--- src/rtl/fb_arbiter.sv ---
// Framebuffer RAM arbiter: video scanout has priority, the CPU is guaranteed a slot by a
// starvation counter. Read data returns through a fixed two-stage tag pipeline.
module fb_arbiter #(
   parameter int unsigned ADDR_W       = 12,
   parameter int unsigned DATA_W       = 8,
   parameter int unsigned STARVE_LIMIT = 16
) (
   input  logic              clk50,
   input  logic              rst,
   input  logic              vid_req,
   input  logic [ADDR_W-1:0] vid_addr,
   output logic              vid_gnt,
   output logic              vid_valid,
   output logic [DATA_W-1:0] vid_data,
   input  logic              cpu_req,
   input  logic              cpu_we,
   input  logic [ADDR_W-1:0] cpu_addr,
   input  logic [DATA_W-1:0] cpu_wdata,
   output logic              cpu_ack,
   output logic [DATA_W-1:0] cpu_rdata,
   output logic              cpu_busy,
   output logic [ADDR_W-1:0] ram_addr,
   output logic              ram_we,
   output logic [DATA_W-1:0] ram_wdata,
   input  logic [DATA_W-1:0] ram_rdata
);

   typedef enum logic [1:0] {CIdle, CRd, CWr} cpu_st_e;

   localparam logic [7:0] Limit = 8'(STARVE_LIMIT);

   cpu_st_e    st_q, st_d;
   logic [7:0] cnt_q;
   // {valid, is_video} for reads in flight; stage 1 lines up with ram_rdata
   logic [1:0] tag0_q, tag1_q;
   logic       cpu_elig, starve, vid_acc, cpu_acc, vid_rd_ret, cpu_rd_ret;

   assign cpu_elig   = cpu_req && (st_q == CIdle) && !cpu_ack;
   assign starve     = (cnt_q >= Limit);
   assign vid_acc    = vid_req && !(cpu_elig && starve);
   assign cpu_acc    = !vid_acc && cpu_elig;
   assign vid_gnt    = vid_acc;
   assign vid_rd_ret = tag1_q[1] && tag1_q[0];
   assign cpu_rd_ret = tag1_q[1] && !tag1_q[0];

   always_ff @(posedge clk50 or posedge rst) begin
      if (rst) begin
         st_q <= CIdle;
      end else begin
         st_q <= st_d;
      end
   end

   always_comb begin
      st_d = st_q;
      unique case (st_q)
         CIdle:   if (cpu_acc) st_d = cpu_we ? CWr : CRd;
         CRd:     if (cpu_rd_ret) st_d = CIdle;
         CWr:     st_d = CIdle;
         default: st_d = CIdle;
      endcase
   end

   always_comb begin
      cpu_busy = (st_q != CIdle);
   end

   always_ff @(posedge clk50 or posedge rst) begin
      if (rst) begin
         cnt_q     <= '0;
         tag0_q    <= '0;
         tag1_q    <= '0;
         ram_addr  <= '0;
         ram_we    <= 1'b0;
         ram_wdata <= '0;
         vid_valid <= 1'b0;
         vid_data  <= '0;
         cpu_ack   <= 1'b0;
         cpu_rdata <= '0;
      end else begin
         if (cpu_acc) begin
            cnt_q <= '0;
         end else if (cpu_elig && (cnt_q != 8'hFF)) begin
            cnt_q <= cnt_q + 8'd1;
         end
         tag0_q <= {vid_acc || (cpu_acc && !cpu_we), vid_acc};
         tag1_q <= tag0_q;
         ram_we <= cpu_acc && cpu_we;
         if (vid_acc) begin
            ram_addr <= vid_addr;
         end else if (cpu_acc) begin
            ram_addr <= cpu_addr;
         end
         if (vid_acc || cpu_acc) begin
            ram_wdata <= cpu_wdata;
         end
         vid_valid <= vid_rd_ret;
         if (vid_rd_ret) begin
            vid_data <= ram_rdata;
         end
         // write acks one cycle after issue, read acks when its data returns
         cpu_ack <= cpu_rd_ret || (st_q == CWr);
         if (cpu_rd_ret) begin
            cpu_rdata <= ram_rdata;
         end
      end
   end

endmodule

--- config.mk ---
export PLATFORM = sky130hd
export DESIGN_NAME = fb_arbiter
export DESIGN_NICKNAME = d
export VERILOG_FILES = /design/src/rtl/fb_arbiter.sv
export SDC_FILE = /design/constraint.sdc
export NUM_CORES = 1
export LEC_CHECK = 0
export CORE_MARGIN = 2
export CORE_UTILIZATION = 31
export DETAILED_ROUTE_END_ITERATION = 8
export PLACE_DENSITY = 0.73
export SYNTH_ARGS = -nofsm -noshare
export SYNTH_HDL_FRONTEND = slang
export SYNTH_SLANG_ARGS = --single-unit
export TNS_END_PERCENT = 30
--- constraint.sdc ---
create_clock -name clk50 -period 1.7 [get_ports clk50]
set_input_delay 0.34 -clock clk50 [delete_from_list [all_inputs] [get_ports clk50]]
set_output_delay 0.34 -clock clk50 [all_outputs]
set_load 0.05 [all_outputs]
# --- Word level (Yosys, flattened, before mapping) ---
# Index checks and enable logic that the tools add are counted.
classes:
  n_eq_ne: 5
  magnitude_cmp: 1
  n_reduce_logical: 23
  add_sub_neg: 1
  n_mux: 8
op_table:
  columns: ["cell", "n"]
  rows:
  - ["$mux W12", 2]
  - ["$mux W8", 2]
  - ["$logic_and A1 B1 Y1", 10]
  - ["$add A8 B1 Y8 const B", 1]
  - ["$ge A8 B5 Y1 const B", 1]
  - ["$ne A8 B8 Y1 const B", 1]
  - ["$mux W2", 3]
  - ["$reduce_bool A2 Y1", 3]
  - ["$logic_not A1 Y1", 5]
  - ["$ne A2 B2 Y1 const B", 2]
  - ["$pmux W2 S2", 1]
  - ["$logic_or A1 B1 Y1", 3]
  - ["$eq A2 B1 Y1 const B", 1]
  - ["$eq A2 B2 Y1 const B", 1]
  - ["$logic_not A2 Y1", 1]
  - ["$reduce_and A2 Y1", 1]
word_totals:
  out_inout_bits: 41
  input_bits: 45
  register_bits: 53
  elab_cells: 49

# --- Depth between registers and ports, before layout ---
# Gate-level depths: netlist of the first run.
depth:
  ltp_word: 10
  mapped_depth: 4
  ltp_nobuf: 4

# --- Least setup slack after synthesis of the first run ---
# OpenSTA, ideal clock, no wires.
synth_timing:
  path_type: "register to register"
  from: "register cpu_ack"
  to: "register cnt_q[1]"
  t_arrival_ns: 1.945
  setup_ns: 0.122
  synth_period_minus_slack_ns: 2.066
  path_buffers: 0
  t_required_ns: 1.578
  slack_ns: -0.366
  stages_incl_launch_ff: 5
  path_cell_list: "dfrtp_1 > or4b_4 > o21ai_2 > inv_1 > a32o_1"
synth_between:
  elab_chain_len: 8
  word_cells_on_any_way: 10
  cone_classes: "1 x mux; 9 x reduce/logical"
synth_rtl:
  columns: ["item", "line_no", "source"]
  rows:
  - ["start, declared", "19", "output logic cpu_ack,"]
  - ["start signal, assigned", "102", "cpu_ack <= cpu_rd_ret || (st_q == CWr);"]
  - ["$logic_not A1 Y1 *", "38", "assign cpu_elig = cpu_req && (st_q == CIdle) && !cpu_ack;"]
  - ["$logic_and A1 B1 Y1 *", "38", null]
  - ["$logic_and A1 B1 Y1 *", "40", "assign vid_acc = vid_req && !(cpu_elig && starve);"]
  - ["$logic_not A1 Y1 *", "40", null]
  - ["$logic_and A1 B1 Y1 *", "40", null]
  - ["net vid_gnt", "12", "output logic vid_gnt,"]
  - ["$logic_not A1 Y1 *", "41", "assign cpu_acc = !vid_acc && cpu_elig;"]
  - ["$logic_and A1 B1 Y1 *", "41", null]
  - ["$mux W8 or $reduce_bool A2 Y1 (tied branches)", null, null]
  - ["end signal, assigned", "84", "cnt_q <= cnt_q + 8'd1;"]
  - ["end, declared", "33", "logic [7:0] cnt_q;"]
# Mark *: on every way through the listed nets, which the timed path passes. The rest lies on a longest branch.
# A chain may end at the register's enable or synchronous reset.

# --- Final worst setup path of the first run ---
layout_timing:
  from: "register st_q[1]"
  to: "output vid_gnt"
layout_between:
  elab_chain_len: 6
layout_rtl:
  columns: ["item", "line_no", "source"]
  rows:
  - ["start, declared", "32", "cpu_st_e st_q, st_d;"]
  - ["start signal, assigned", "48", "st_q <= CIdle;"]
  - ["start signal, assigned", "50", "st_q <= st_d;"]
  - ["$logic_not A2 Y1", "38", null]
  - ["$logic_and A1 B1 Y1 (2 in a row)", "38", null]
  - ["$logic_and A1 B1 Y1", "40", null]
  - ["$logic_not A1 Y1", "40", null]
  - ["$logic_and A1 B1 Y1", "40", null]
  - ["end, declared", "12", null]
# Every way passes these cells.

==> flow_summary.toml, run 1 <==
[setup_path]
cp.arrival_ps = 1720
max_stage_delay_ps = 570
rr_startpoint = "st_q[1]$_DFFE_PP0P_"
worstPathMaxFanout = 2
r2r_cells = 7
cp-endpoint = "vid_gnt"
crit_chain = "or4b_4 > o21ai_4 > clkinvlp_4 > buf_8"
slowest_stage = "or4b_4"
critPathKind = "reg2out"
r2r_setup_slack_ps = -240
cp-end-kind = "output pin"
cp-startpoint = "st_q[1]$_DFFE_PP0P_"
startpoint_type = "flop"
r2r-end = "cnt_q[1]$_DFFE_PP0P_"
required_ps = 1360

[routing]
drtAntennaViolNets = 0
viasPerCell = 4.70
drtIter0Drc = 23
wirelength_um = 5180
num_vias = 1721
drt-wirelength-per-cell_um = 14.2
first_pass_iters = 2
drc = 0

[finish]
area_delta_synth_final_pct = 51.7
layout-drive-gt1-share = 0.476
layout_common_cells = "buf_4, dfrtp_1, clkdlybuf4s50_1"
n_antenna_cell = 0
fill_cells = 653
layout_commonest_cell = "buf_4"
final_nets = 313

[timing]
report.final.slew_viol_count = 0
hold_slack_ps = 314
setup_viol = 16
relSlewSlack = 0.717
fmax_mhz = 485
clock_skew_ps = 6.77
fin_crit_ps = 2060
grt_setup_unrepaired = "yes"
final.period_utilization = 1.21
worst_pin_slew_ps = 424
hold_viol_final = 0
layout_setup_ws_ps = -363

[synthesis]
synth_flop_cell = "dfrtp_1"
syn_avg_cell_area_um2 = 14.1
synth_cell_types = 32
ys_ff_latch = 53
yosysSeqAreaShare = 0.582
synth_edf_count = 0
synthArstFlopShare = 1.00
syn-instance-count = 162
netlist_area_um2 = 2280
synth_warnings = 0
syn_nets = 209

[clock_tree]
path_clk_slew_ps = 90
hold_buffers = 0
htree_levels = 2
cts-root-buf = "clkbuf_8"
cts_inserted_buffers = 5
cts_max_path_buffers = 2
tritoncts = "done"
cts_sinks = 53
clkLatencyLatePin_ps = 300

[pwr]
peakVddDrop_mv = 0.395
p_per_area_nw_per_um2 = 1000
leakagePower_nw = 1.52

[global_routing]
grt_pass1_vias = 1796
grt_pass1_wl_um = 8520
grt.overflow.total = 0
grt_max_degree = 23
grtUsageTotal = 0.129
antenna_found_initial = 0

[floorplan]
fp-row-count = 31
start_util = 0.318
die-area_um2 = 8050
core_area_um2 = 7180
fp.dieH_um = 89.7
die_w_um = 89.7
io_pins = 86

[status]
status = "complete, but fails checks"
violations = "setup timing"

[place]
place.gp.congestion = 0.803
numPortBuffers = 85
place_ws_ps = -466
place_hpwl_um = 3820

[run]
max_cap_viol_count = 0

[hold_path]
min_path_type = "in2async"
power by group:
group	switching (mW)	leakage, nW	total [mW]	internal (mW)
registers	0.0944	0.635	1.51	1.42
clock network	0.404	0.0481	0.697	0.293
logic	0.737	0.835	1.26	0.527
total	1.24	1.52	3.47	2.24
cells by family after synthesis:
group / synth area share
simple gates: 0.0884
fa+ha+maj: 0.0110
compound gates: 0.103
buf+inv: 0.0340
flops: 0.582
mux: 0.181
stage by stage:
step	instances	power (mW)	setup TNS, ps	instance area (um^2)	util
after floorplan	162	2.33	-2770	2290	-
after global placement	354	2.76	-10390	3290	0.459
after detailed placement	354	2.79	-11610	3290	0.459
after CTS	365	3.53	-2260	3430	0.478
after global routing	366	3.64	-3240	3460	0.482
final	366	3.47	-2350	3460	0.482
cell type report:
type | instances | area (um^2) | area share
Clock buffer | 5 | 68.8 | 0.0199
Clock inverter | 3 | 22.5 | 0.00651
Inverter | 7 | 30.0 | 0.00869
Multi-Input combinational cell | 94 | 918 | 0.266
Sequential cell | 53 | 1330 | 0.384
Tap cell | 99 | 124 | 0.0358
Timing Repair Buffer | 105 | 966 | 0.279
state kept, by name, summed over array words and instances (netlist names):
| name | flops |
|---|---|
| ram_addr | 12 |
| cnt_q | 8 |
| cpu_rdata | 8 |
| ram_wdata | 8 |
| vid_data | 8 |
| st_q | 2 |
| tag0_q | 2 |
| tag1_q | 2 |
| cpu_ack | 1 |
| ram_we | 1 |
| vid_valid | 1 |
timing repair:
| item | CTS | global route |
|---|---|---|
| gates cloned | 0 | 0 |
| pin swaps | 1 | 2 |
| endpoints found under the setup margin | 21 | 23 |
| resized for setup | 7 | 4 |
| buffers inserted | 3 | 1 |
metal layers:
metal | up-vias | GRT usage | wire length [um]
met5 | - | 0 | 0
met4 | 0 | 0.0308 | 30
met3 | 4 | 0.0427 | 305
met2 | 59 | 0.229 | 2690
met1 | 854 | 0.153 | 2150
li1 | 804 | - | -
worst min path at each step:
stage                                     endpoint  slack [ps]                 from
after floorplan                tag1_q[0]$_DFF_PP0_         330  tag0_q[0]$_DFF_PP0_
after global placement         tag1_q[1]$_DFF_PP0_         330  tag0_q[1]$_DFF_PP0_
after detailed placement       tag1_q[0]$_DFF_PP0_         340  tag0_q[0]$_DFF_PP0_
after CTS                  vid_data[7]$_DFFE_PP0P_         320                  rst
after global routing      ram_wdata[3]$_DFFE_PP0P_         340                  rst
final                     ram_wdata[3]$_DFFE_PP0P_         310                  rst
synthesized netlist by cell type, types with 2 or more instances:
| library cell | instances | share of area |
|---|---|---|
| a21oi_1 | 5 | 0.011 |
| mux2_2 | 34 | 0.17 |
| clkbuf_1 | 3 | 0.0049 |
| a311oi_1 | 2 | 0.0077 |
| a21o_1 | 2 | 0.0066 |
| buf_2 | 2 | 0.0044 |
| inv_1 | 7 | 0.012 |
| nor2_1 | 3 | 0.0049 |
| o221a_2 | 10 | 0.049 |
| and3_1 | 2 | 0.0055 |
| and2_1 | 4 | 0.011 |
| or3_1 | 12 | 0.033 |
| ha_1 | 2 | 0.011 |
| dfrtp_1 | 53 | 0.58 |
| buf_6 | 2 | 0.0099 |
| mux2_4 | 2 | 0.013 |
| o221a_1 | 2 | 0.0099 |
worst max-delay path, delay by kind of cell, from the launching register on:
family,cells,cell delay (ps)
and+or+nand+nor,1,570
AOI/OAI and AO/OA,1,180
buffers and inverters,2,290
DFF,1,390
(Power assumes the default switching activity.)
==> inputs of run 2 (changes only) <==
--- a/config.mk
+++ b/config.mk
@@ -9,5 +9,7 @@
 export CORE_UTILIZATION = 31
 export DETAILED_ROUTE_END_ITERATION = 8
+export GPL_TIMING_DRIVEN = 0
 export PLACE_DENSITY = 0.73
+export SKIP_LAST_GASP = 1
 export SYNTH_ARGS = -nofsm -noshare
 export SYNTH_HDL_FRONTEND = slang
==> constraint.sdc (replaced) <==
create_clock -name clk50 -period 1.7 [get_ports clk50]
set_input_delay 0.255 -clock clk50 [delete_from_list [all_inputs] [get_ports clk50]]
set_output_delay 0.255 -clock clk50 [all_outputs]
set_load 0.05 [all_outputs]
==> flow_summary.toml, run 2 (synthesized netlist as in run 1, its figures left out) <==
[clock_tree]
cts_max_path_buffers = 2
path_clk_slew_ps = 90
cts_inserted_buffers = 5
cts-root-buf = "clkbuf_8"
clkLatencyLatePin_ps = 300
hold_buffers = 0
cts_sinks = 53
tritoncts = "done"
htree_levels = 2

[setup_path]
required_ps = 1440
rr_startpoint = "st_q[1]$_DFFE_PP0P_"
critPathKind = "reg2out"
r2r_cells = 5
cp.arrival_ps = 1740
worstPathMaxFanout = 3
r2r_setup_slack_ps = -200
cp-end-kind = "output pin"
cp-startpoint = "st_q[1]$_DFFE_PP0P_"
cp-endpoint = "vid_gnt"
r2r-end = "ram_addr[9]$_DFFE_PP0P_"
startpoint_type = "flop"

[floorplan]
fp-row-count = 31
fp.dieH_um = 89.7
io_pins = 86
die-area_um2 = 8050
start_util = 0.318
core_area_um2 = 7180
die_w_um = 89.7

[global_routing]
grt_pass1_vias = 1744
grt_max_degree = 44
grt.overflow.total = 0
grtUsageTotal = 0.138
grt_pass1_wl_um = 8910
antenna_found_initial = 0

[timing]
hold_slack_ps = 198
relSlewSlack = 0.626
layout_setup_ws_ps = -299
report.final.slew_viol_count = 0
setup_tns_ps = -3240
worst_pin_slew_ps = 561
final.period_utilization = 1.18
clock_skew_ps = 6.36
fmax_mhz = 500
fin_crit_ps = 2000
grt_setup_unrepaired = "yes"
setup_viol = 60
hold_viol_final = 0

[finish]
n_antenna_cell = 0
largest_reg_flops = 12
area_delta_synth_final_pct = 55.8
layout-drive-gt1-share = 0.323
top_register = "ram_addr"
layout_common_cells = "clkdlybuf4s50_1, dfrtp_1, mux2_2"
final_nets = 312
layout_commonest_cell = "clkdlybuf4s50_1"
fin_util = 0.495

[routing]
drtAntennaViolNets = 0
drc = 0
drt-wirelength-per-cell_um = 15.1
first_pass_iters = 4
wirelength_um = 5530
num_vias = 1716
viasPerCell = 4.70
drtIter0Drc = 47

[pwr]
p_per_area_nw_per_um2 = 997
peakVddDrop_mv = 0.393
leakagePower_nw = 1.49

[place]
place.gp.congestion = 0.781
place_ws_ps = -920
numPortBuffers = 84
place_hpwl_um = 3770

[status]
violations = "setup timing"
status = "complete, but fails checks"

[run]
max_cap_viol_count = 0

[hold_path]
min_path_type = "in2async"
[run 2: cell count changes in the layout (fill, tap and decap cells not counted), moves of 3 or more]
cell             delta
buf_6               +5
mux2_2              -3
buf_4              -45
mux2_4              +3
buf_12              -3
clkdlybuf4s50_1    +38
[run 2: layout make-up]
type                    count  area, um^2
multi-input cells          94         961
repair buffers             96         960
clock inverters             3        17.5
inverters                   7        30.0
fillers                   639        3620
clock buffers               5        68.8
well taps                  99         124
plain buffers               8        62.6
flip-flops and latches     53        1330
[run 2: what timing repair did]
action	in CTS	in global routing
gates resized for setup	21	11
buffers inserted	8	4
cloned	0	0
setup endpoints to repair	70	71
pin swaps	4	2
[run 2: through the flow]
stage	cell area, um^2	instances	power (mW)
after floorplan	2290	162	2.33
after global placement	3260	345	2.76
after detailed placement	3280	346	2.79
after CTS	3490	362	3.55
after global routing	3550	365	3.70
final	3550	365	3.54
[run 2: report_power, final]
part	switching, mW	leakage [nW]	internal, mW
clock	0.414	0.0439	0.285
sequential	0.0885	0.635	1.42
combinational	0.754	0.816	0.579
[run 2: worst min path at each step]
stage                     slack [ps]                 from                        to  cells past startpoint
final                            200                  rst  ram_wdata[6]$_DFFE_PP0P_                      2
after global routing             230                  rst  ram_wdata[3]$_DFFE_PP0P_                      2
after CTS                        200                  rst  ram_wdata[5]$_DFFE_PP0P_                      2
after detailed placement         340  tag0_q[1]$_DFF_PP0_       tag1_q[1]$_DFF_PP0_                      0
after global placement           330  tag0_q[0]$_DFF_PP0_       tag1_q[0]$_DFF_PP0_                      0
after floorplan                  330  tag0_q[0]$_DFF_PP0_       tag1_q[0]$_DFF_PP0_                      0
[run 2: metal layers]
metal  routed length (um)  vias up  part of all wire  global-route usage
met1                 2460      842              0.44               0.173
met4                  108        0             0.020              0.0474
met3                  231       10             0.042              0.0402
met2                 2730       61              0.49               0.230
met5                    0        -                 0                   0
li1                     -      803                 -                   -
[run 2: worst max-delay path: stages (launching register included)]
cell	delay (ps)
dfrtp_1	410
or4b_4	560
o21ai_4	180
clkinvlp_4	130
buf_6	160
